--- src/rtl/scan_mux.sv ---
// scan_mux: N:1 key-input selector with a registered output, plus an
// auto-scan mode. The scan walks every channel, waits DWELL settle cycles on
// each one, samples it into a working bitmap, and publishes that bitmap as
// snapshot together with any/first_idx and a one-cycle done pulse.
// Optional feature: define SCAN_DIFF_EN to register per-bit differences
// between consecutive snapshots on `changed`. Without it, `changed` is tied to 0.
module scan_mux #(
  parameter int N     = 16,
  parameter int SELW  = $clog2(N),
  parameter int DWELL = 2
) (
  input  logic            clk,
  input  logic            reset_n,
  input  logic [N-1:0]    i,
  input  logic            mode,
  input  logic [SELW-1:0] sel_in,
  input  logic            start,
  input  logic            abort,
  output logic            out,
  output logic [SELW-1:0] sel_out,
  output logic            busy,
  output logic            done,
  output logic [N-1:0]    snapshot,
  output logic            any,
  output logic [SELW-1:0] first_idx,
  output logic [N-1:0]    changed
);

  // state  | meaning
  // IDLE   | manual mux (mode=0) or waiting for start (mode=1)
  // SETTLE | driving channel ch, letting it settle for DWELL cycles
  // SAMPLE | capturing i[ch] into the working bitmap, then next channel
  // REPORT | publishing the bitmap; done pulses on the following cycle
  typedef enum logic [1:0] {IDLE, SETTLE, SAMPLE, REPORT} state_t;

  localparam int              DWW        = (DWELL > 1) ? $clog2(DWELL) : 1;
  localparam logic [DWW-1:0]  DW_LAST    = DWW'((DWELL > 0) ? DWELL - 1 : 0);
  localparam logic [SELW-1:0] LAST_CH    = SELW'(N - 1);
  localparam logic [SELW:0]   NUM_CH     = (SELW + 1)'(N);
  // With no settle time a channel is sampled on its first cycle.
  localparam state_t          FIRST_STEP = (DWELL == 0) ? SAMPLE : SETTLE;

  state_t          state_q;
  logic [SELW-1:0] ch_q;
  logic [DWW-1:0]  dwell_q;
  logic [N-1:0]    work_q;
  logic            out_q;
  logic [SELW-1:0] sel_out_q;
  logic            busy_q;
  logic            done_q;
  logic [N-1:0]    snapshot_q;
  logic            any_q;
  logic [SELW-1:0] first_idx_q;

  logic            man_bit_d;
  logic            ch_bit_d;
  logic            any_d;
  logic [SELW-1:0] first_idx_d;

  // Manual-path mux: selects beyond the last channel read as a constant 0.
  always_comb begin
    man_bit_d = 1'b0;
    if ({1'b0, sel_in} < NUM_CH) man_bit_d = i[sel_in];
  end

  assign ch_bit_d = i[ch_q];
  assign any_d    = |work_q;

  // Priority encoder over the working bitmap; the lowest set index wins.
  always_comb begin
    first_idx_d = '0;
    for (int k = N - 1; k >= 0; k--) begin
      if (work_q[k]) first_idx_d = SELW'(k);
    end
  end

  // Scan controller and all registered outputs.
  always_ff @(posedge clk or negedge reset_n) begin
    if (!reset_n) begin
      state_q     <= IDLE;
      ch_q        <= '0;
      dwell_q     <= '0;
      work_q      <= '0;
      out_q       <= 1'b0;
      sel_out_q   <= '0;
      busy_q      <= 1'b0;
      done_q      <= 1'b0;
      snapshot_q  <= '0;
      any_q       <= 1'b0;
      first_idx_q <= '0;
    end else begin
      done_q <= 1'b0;
      unique case (state_q)
        IDLE: begin
          if (mode && start) begin
            state_q <= FIRST_STEP;
            ch_q    <= '0;
            dwell_q <= '0;
            work_q  <= '0;
            busy_q  <= 1'b1;
          end else if (!mode) begin
            out_q     <= man_bit_d;
            sel_out_q <= sel_in;
          end
        end
        SETTLE: begin
          out_q     <= ch_bit_d;
          sel_out_q <= ch_q;
          dwell_q   <= dwell_q + DWW'(1);
          if (abort) begin
            state_q <= IDLE;
            busy_q  <= 1'b0;
          end else if (dwell_q == DW_LAST) begin
            state_q <= SAMPLE;
          end
        end
        SAMPLE: begin
          work_q[ch_q] <= ch_bit_d;
          out_q        <= ch_bit_d;
          sel_out_q    <= ch_q;
          if (abort) begin
            state_q <= IDLE;
            busy_q  <= 1'b0;
          end else if (ch_q == LAST_CH) begin
            state_q <= REPORT;
          end else begin
            ch_q    <= ch_q + SELW'(1);
            dwell_q <= '0;
            state_q <= FIRST_STEP;
          end
        end
        REPORT: begin
          snapshot_q  <= work_q;
          any_q       <= any_d;
          first_idx_q <= first_idx_d;
          done_q      <= 1'b1;
          busy_q      <= 1'b0;
          state_q     <= IDLE;
        end
        default: state_q <= IDLE;
      endcase
    end
  end

`ifdef SCAN_DIFF_EN
  logic [N-1:0] changed_q;

  // Capture which bits differ from the snapshot that is about to be replaced.
  always_ff @(posedge clk or negedge reset_n) begin
    if (!reset_n) changed_q <= '0;
    else if (state_q == REPORT) changed_q <= work_q ^ snapshot_q;
  end

  assign changed = changed_q;
`else
  assign changed = '0;
`endif

  assign out       = out_q;
  assign sel_out   = sel_out_q;
  assign busy      = busy_q;
  assign done      = done_q;
  assign snapshot  = snapshot_q;
  assign any       = any_q;
  assign first_idx = first_idx_q;

endmodule

--- config.mk ---
export PLATFORM = sky130hd
export DESIGN_NAME = scan_mux
export DESIGN_NICKNAME = d
export VERILOG_FILES = /design/src/rtl/scan_mux.sv
export SDC_FILE = /design/constraint.sdc
export NUM_CORES = 1
export LEC_CHECK = 0
export ABC_AREA = 1
export BUFFER_PORTS_ARGS = -buffer_cell sky130_fd_sc_hd__clkbuf_2
export CORE_UTILIZATION = 40
export CTS_CLUSTER_SIZE = 8
export DETAILED_ROUTE_END_ITERATION = 12
export GPL_ROUTABILITY_DRIVEN = 0
export PLACE_DENSITY = 0.69
export SKIP_LAST_GASP = 1
export SLEW_MARGIN = 25
export SYNTH_ARGS = -nofsm -noshare
export SYNTH_HDL_FRONTEND = slang
export SYNTH_SLANG_ARGS = --single-unit
--- constraint.sdc ---
create_clock -name clk -period 1.58 [get_ports clk]
set_input_delay 0.237 -clock clk [delete_from_list [all_inputs] [get_ports clk]]
set_output_delay 0.237 -clock clk [all_outputs]
set_load 0.01 [all_outputs]
==> flow_metrics.py, run 1 <==
metrics = {
    "run_status": {
        "status": "finished, violations left",
        "failed_checks": "setup timing",
    },
    "critical_path": {
        "reg2reg_slack_ns": -0.02,
        "worst-endpoint-arrival_ns": 1.80,
        "kind_of_launch_point_of_the_worst_setup_path": "flop",
        "crit_type": "flop to flop",
        "worstPathRequired_ns": 1.78,
        "timing.rr.end": "work_q[3]",
        "r2r-start": "ch_q[0]",
        "r2r_cells": 8,
        "critical_path.max_fanout": 8,
        "crit_path_end_kind": "flop",
    },
    "cts": {
        "ctsRootBufferMaster": "sky130_fd_sc_hd__clkbuf_8",
        "tritoncts": "yes",
        "cts.reportedPaths.clkPinSlew_ns": 0.09,
        "tritoncts.num_buffers": 5,
        "clockBufferDepth": 2,
        "h-tree-depth": 2,
        "clock-sinks": 51,
        "insertion_delay_ns": 0.30,
    },
    "power_and_ir_drop": {
        "pwr_density_cell_nw_per_um2": 1350,
        "ir_worst_vdd_uv": 590,
        "total_power_w": 0.00499,
        "power.leakage_nw": 1.79,
    },
    "routing": {
        "met1Wirelength_mm": 3.01,
        "totalWireLength_mm": 6.63,
        "wl_met2_mm": 3.28,
        "ant_nets": 0,
        "detail_route.drc_violations": 0,
        "routed-via-count": 2716,
        "maxUsedRoutingLayer": "met4",
        "post_drt_wl_per_cell_um": 11.8,
        "drtPass1Iterations": 4,
        "detailedRoute.firstIterationViolations": 135,
        "met3RoutedLength_um": 282,
        "avgViaCountPerCell": 4.82,
    },
    "final_layout": {
        "final_common_cell": "sky130_fd_sc_hd__nand2_1",
        "post_route_cells_drive_above_1_share_pct": 28.2,
        "area_growth_pct": 22.7,
        "final_net_count": 498,
        "antenna_cells_inserted": 0,
        "layout_common_cells": "sky130_fd_sc_hd__nand2_1 (72), sky130_fd_sc_hd__clkbuf_2 (52), sky130_fd_sc_hd__inv_1 (50)",
        "postLayoutCellArea_um2": 3700,
    },
    "global_routing": {
        "grt_resource_usage_total_pct": 17.7,
        "grt_antenna_before_repair": 0,
        "grt-ovfl-total": 0,
        "first_global_vias": 2423,
        "grt_first_pass_wirelength_mm": 10.8,
        "grt_start_max_net_pins": 52,
    },
    "place": {
        "preCtsSetupSlack_ns": -0.0869,
        "dp_hpwl_mm": 4.92,
        "placed_cell_area_um2": 3440,
        "buffer_ports.inserted": 52,
    },
    "synthesis": {
        "postSynthRegisterBits": 51,
        "syn_area_per_cell_um2": 7.69,
        "synth_cells": 392,
        "synth_top_cells_by_area": "sky130_fd_sc_hd__dfrtp_1 (42%), sky130_fd_sc_hd__o21ai_0 (9.6%), sky130_fd_sc_hd__nand2_1 (9.0%)",
        "synth_area_um2": 3010,
        "synth-seq-area-share_pct": 42.3,
        "yosys.area.top_type": "sky130_fd_sc_hd__dfrtp_1",
        "post_synth_num_cell_types": 30,
        "post-synth-top-area-fraction_pct": 42.3,
        "yosysWarnings": 0,
    },
    "sta": {
        "report.final.hold_viol_count": 0,
        "period_minus_slack_ns": 1.60,
        "rsz0062_at_grt": "yes",
        "clock_skew_ns": 0.00814,
        "fin_ws_ns": -0.0212,
        "min_period_over_period_pct": 101,
        "setup_viol": 9,
        "slew_viol_final": 0,
        "maximum_clock_frequency_ghz": 0.625,
    },
    "hold_path": {
        "hold_critical_path_endpoint": "busy",
        "timing.hold.worst_path_depth": 4,
        "min_path_type": "input port to flop",
        "min_from": "abort",
    },
    "die": {
        "ios": 69,
        "die_boundary_width_um": 88.8,
        "core-area_um2": 7250,
        "fp.dieH_um": 88.8,
        "number_of_cell_rows": 31,
        "design.die.area_um2": 7890,
        "start_util_pct": 41.6,
    },
    "job": {
        "number_of_maximum_capacitance_violations": 0,
    },
}
-- cell type report --
cell class,count,area [µm²]
multi-input combinational,269,1430
inverter,58,218
clock buffer,5,68.8
timing repair buffer,80,548
fill,710,3550
sequential,51,1280
tap,99,124
clock inverter,2,37.5
-- kinds of logic after synthesis --
kind of cell	Yosys count	synth area share, %
other	1	0.124
XOR/XNOR	1	0.291
AO/OA/AOI/OAI	115	22.8
flip-flops	51	42.3
buffers and inverters	87	13.8
AND/OR/NAND/NOR	129	17.3
adder cells (fa/ha/maj)	8	3.32
-- registers in the layout (all words and copies together) (netlist names), 2 cells and up --
register,flops
first_idx,4
ch_q,4
snapshot,16
sel_out,4
state_q,2
work_q,16
-- metal layers --
metal	up-vias	global-route usage, %
li1	1377	-
met2	75	32.7
met1	1260	20.7
met4	0	5.28
met3	4	3.26
met5	-	0
-- how the worst max path moves through the flow --
stage / startpoint / to / slack (ns) / depth (start not counted)
after floorplan: state_q[0] / ch_q[0] / 0.003 / 11
after global placement: ch_q[0] / work_q[12] / -0.007 / 8
after detailed placement: ch_q[0] / ch_q[0] / -0.09 / 10
after CTS: ch_q[0] / work_q[10] / -0.009 / 8
after global routing: ch_q[0] / work_q[4] / -0.13 / 8
final: ch_q[0] / work_q[3] / -0.02 / 8
-- synth_stat cells --
| library cell | count |
|---|---|
| sky130_fd_sc_hd__o31ai_1 | 2 |
| sky130_fd_sc_hd__dfrtp_1 | 51 |
| sky130_fd_sc_hd__a21oi_1 | 17 |
| sky130_fd_sc_hd__xor2_1 | 1 |
| sky130_fd_sc_hd__buf_1 | 1 |
| sky130_fd_sc_hd__nor2_4 | 2 |
| sky130_fd_sc_hd__clkbuf_2 | 2 |
| sky130_fd_sc_hd__nand3_1 | 9 |
| sky130_fd_sc_hd__conb_1 | 1 |
| sky130_fd_sc_hd__nand2_2 | 3 |
| sky130_fd_sc_hd__o311ai_0 | 1 |
| sky130_fd_sc_hd__a31oi_1 | 3 |
| sky130_fd_sc_hd__o21ai_2 | 13 |
| sky130_fd_sc_hd__nor3_1 | 1 |
| sky130_fd_sc_hd__a21oi_4 | 1 |
| sky130_fd_sc_hd__o211ai_1 | 6 |
| sky130_fd_sc_hd__clkbuf_1 | 5 |
| sky130_fd_sc_hd__o211ai_4 | 1 |
| sky130_fd_sc_hd__nand2_1 | 72 |
| sky130_fd_sc_hd__nor4_1 | 1 |
| sky130_fd_sc_hd__o21ai_0 | 58 |
| sky130_fd_sc_hd__inv_2 | 6 |
| sky130_fd_sc_hd__inv_1 | 52 |
| sky130_fd_sc_hd__a21oi_2 | 2 |
| sky130_fd_sc_hd__nor2_1 | 41 |
| sky130_fd_sc_hd__buf_6 | 3 |
| sky130_fd_sc_hd__buf_4 | 17 |
| sky130_fd_sc_hd__o21ai_1 | 11 |
| sky130_fd_sc_hd__buf_2 | 1 |
| sky130_fd_sc_hd__ha_1 | 8 |
-- report_power, final --
group | switching (W) | internal (W) | total (W)
clock network | 0.000425 | 0.000463 | 0.000888
registers | 0.000126 | 0.00150 | 0.00163
logic | 0.00143 | 0.00104 | 0.00247
-- metrics by stage --
| stage | std cells | utilization, % | TNS (ns) | hold WS [ns] |
|---|---|---|---|---|
| CTS | 559 | 49.7 | -0.0191 | 0.271 |
| floorplan | 407 | - | 0 | -0.0586 |
| detailed placement | 548 | 47.4 | -0.760 | 0.254 |
| finish | 564 | 51.0 | -0.159 | 0.272 |
| global placement | 548 | 47.4 | -0.0337 | 0.254 |
| global route | 564 | 51.0 | -2.13 | 0.277 |
-- repair_timing --
item | 4_1_cts | 5_1_grt
cloned | 0 | 1
setup endpoints to repair | 21 | 25
hold buffers | 1 | 0
buffers inserted | 3 | 4
hold endpoints to repair | 51 | 0
pin swaps | 1 | 3
gates resized for setup | 4 | 26
-- critical path, stage by stage, from the launching register on --
cell and delay [ns]:
sky130_fd_sc_hd__dfrtp_2 0.48, sky130_fd_sc_hd__buf_6 0.16, sky130_fd_sc_hd__o21ai_2 0.12, sky130_fd_sc_hd__o21ai_1 0.07
sky130_fd_sc_hd__nand3_1 0.08, sky130_fd_sc_hd__nand2_2 0.08, sky130_fd_sc_hd__o211ai_4 0.25, sky130_fd_sc_hd__clkbuf_16 0.21
sky130_fd_sc_hd__o21ai_2 0.05
Power figures use the tool's default switching activity.
==> run 2: changes to the inputs <==
CORE_ASPECT_RATIO = 0.9   (was not set)
CTS_CLUSTER_SIZE = not set   (was 8)
==> flow_metrics.py, run 2 (same netlist as run 1, synthesis figures left out) <==
metrics = {
    "power_and_ir_drop": {
        "seq_power_share_pct": 30.9,
        "power_report.internal_total_w": 0.00306,
        "p_sw_share_pct": 41.6,
        "power.leakage_nw": 1.84,
        "pwr_density_cell_nw_per_um2": 1380,
        "netSwitchingPower_w": 0.00218,
        "total_power_w": 0.00523,
        "pwr-share-comb_pct": 54.6,
        "p_clk_share_pct": 14.5,
        "ir_worst_vdd_uv": 784,
    },
    "final_layout": {
        "layout_common_cells": "sky130_fd_sc_hd__nand2_1 (72), sky130_fd_sc_hd__clkbuf_2 (52), sky130_fd_sc_hd__dfrtp_1 (51)",
        "area_growth_pct": 26.2,
        "post_route_cells_drive_above_1_share_pct": 32.6,
        "antenna_cells_inserted": 0,
        "final_cells": 565,
        "finish.utilization_pct": 53.0,
        "final_common_cell": "sky130_fd_sc_hd__nand2_1",
        "postLayoutCellArea_um2": 3800,
        "final_net_count": 505,
    },
    "cts": {
        "insertion_delay_ns": 0.31,
        "h-tree-depth": 2,
        "clockBufferDepth": 2,
        "tritoncts": "yes",
        "ctsRootBufferMaster": "sky130_fd_sc_hd__clkbuf_8",
        "cts.reportedPaths.clkPinSlew_ns": 0.10,
        "clock-sinks": 51,
        "tritoncts.num_buffers": 5,
    },
    "sta": {
        "min_period_over_period_pct": 104,
        "period_minus_slack_ns": 1.65,
        "report.final.hold_viol_count": 0,
        "maximum_clock_frequency_ghz": 0.606,
        "slew_viol_final": 0,
        "setup_viol": 16,
        "clock_skew_ns": 0.0105,
        "rsz0062_at_grt": "yes",
        "fin_ws_ns": -0.0688,
    },
    "place": {
        "buffer_ports.inserted": 52,
        "place_inst": 546,
        "preCtsSetupSlack_ns": -0.0675,
        "placed_cell_area_um2": 3460,
        "dp_hpwl_mm": 4.93,
    },
    "global_routing": {
        "grt_resource_usage_total_pct": 18.4,
        "first_global_vias": 2575,
        "grt-ovfl-total": 0,
        "grt_antenna_before_repair": 0,
        "grt_first_pass_wirelength_mm": 11.7,
        "grt_start_max_net_pins": 52,
    },
    "critical_path": {
        "crit_slowest_cell": "sky130_fd_sc_hd__dfrtp_1",
        "cpPeakStageDelay_ns": 0.40,
        "crit_path_end_kind": "flop",
        "critical_path.max_fanout": 8,
        "timing.critical_path.to": "work_q[1]",
        "reg2reg_slack_ns": -0.07,
        "crit_type": "flop to flop",
        "kind_of_launch_point_of_the_worst_setup_path": "flop",
        "worst-endpoint-arrival_ns": 1.85,
        "timing.rr.end": "work_q[1]",
        "r2r_cells": 9,
        "startpoint_of_the_most_critical_setup_path": "ch_q[0]",
        "cp_cell_sequence": "buf_6 -> buf_6 -> o21ai_1 -> o21ai_1 -> nand2_1 -> nand2_2 -> o211ai_4 -> clkbuf_16 -> o21ai_2",
        "worstPathRequired_ns": 1.78,
        "r2r-start": "ch_q[0]",
    },
    "routing": {
        "detailedRoute.firstIterationViolations": 107,
        "detail_route.drc_violations": 0,
        "avgViaCountPerCell": 4.86,
        "ant_nets": 0,
        "routed-via-count": 2745,
        "totalWireLength_mm": 6.92,
        "post_drt_wl_per_cell_um": 12.2,
        "drtPass1Iterations": 4,
    },
    "die": {
        "fp.dieH_um": 84.4,
        "ios": 69,
        "number_of_cell_rows": 29,
        "start_util_pct": 42.0,
        "design.die.area_um2": 7890,
        "die_boundary_width_um": 93.5,
        "core-area_um2": 7180,
    },
    "run_status": {
        "status": "finished, violations left",
        "failed_checks": "setup timing",
    },
    "hold_path": {
        "min_path_type": "input port to flop",
    },
    "job": {
        "number_of_maximum_capacitance_violations": 0,
    },
}
## run 2: changes by cell type in the layout (fill, tap and decap cells not counted), sizes merged
cell | before | now
clkinv | 0 | 2
clkinvlp | 1 | 0
buf | 26 | 33
bufinv | 1 | 0
## run 2: timing repair
item / 4_1_cts / 5_1_grt
hold buffers: 1 / 0
endpoints found under the hold margin: 51 / 0
buffers inserted: 4 / 6
endpoints found under the setup margin: 17 / 22
pin swaps: 8 / 8
gates resized for setup: 25 / 34
cloned: 1 / 0
## run 2: worst max-delay path: cells and delay by family (launching register included)
| kind | cells | cell delay (ns) |
|---|---|---|
| buf+inv | 3 | 0.49 |
| flops | 1 | 0.40 |
| compound gates | 4 | 0.51 |
| simple gates | 2 | 0.14 |
## run 2: power by group through the flow
stage	logic, W	registers, W	clock network [W]
after floorplan	0.00148	0.00170	0
after global placement	0.00235	0.00163	0
after detailed placement	0.00239	0.00163	0
after CTS	0.00259	0.00161	0.000771
after global routing	0.00317	0.00164	0.000827
final	0.00286	0.00162	0.000760
## run 2: stage by stage
step                TNS [ns]  hold WS [ns]
global placement           0         0.253
detailed placement    -0.551         0.252
global route           -2.12         0.312
finish                -0.739         0.273
floorplan                  0       -0.0586
CTS                   -0.752         0.254
## run 2: worst min path at each step
stage,cells after the start,endpoint,start
global route,3,busy,start
detailed placement,2,first_idx[0],reset_n
floorplan,0,any,reset_n
finish,3,sel_out[3],sel_in[3]
CTS,3,busy,start
global placement,2,done,reset_n
## run 2: final cells by class
type                            count  area, µm²
Timing Repair Buffer               87        603
Fill cell                         688       3380
Clock buffer                        5       68.8
Sequential cell                    51       1280
Clock inverter                      2       13.8
Tap cell                           93        116
Inverter                           58        225
Multi-Input combinational cell    269       1500
## run 2: metal layers
layer | GRT usage, % | routed length [µm]
met1 | 25.1 | 3400
met2 | 29.6 | 3170
met3 | 4.35 | 282
met5 | 0 | 0
met4 | 4.48 | 64
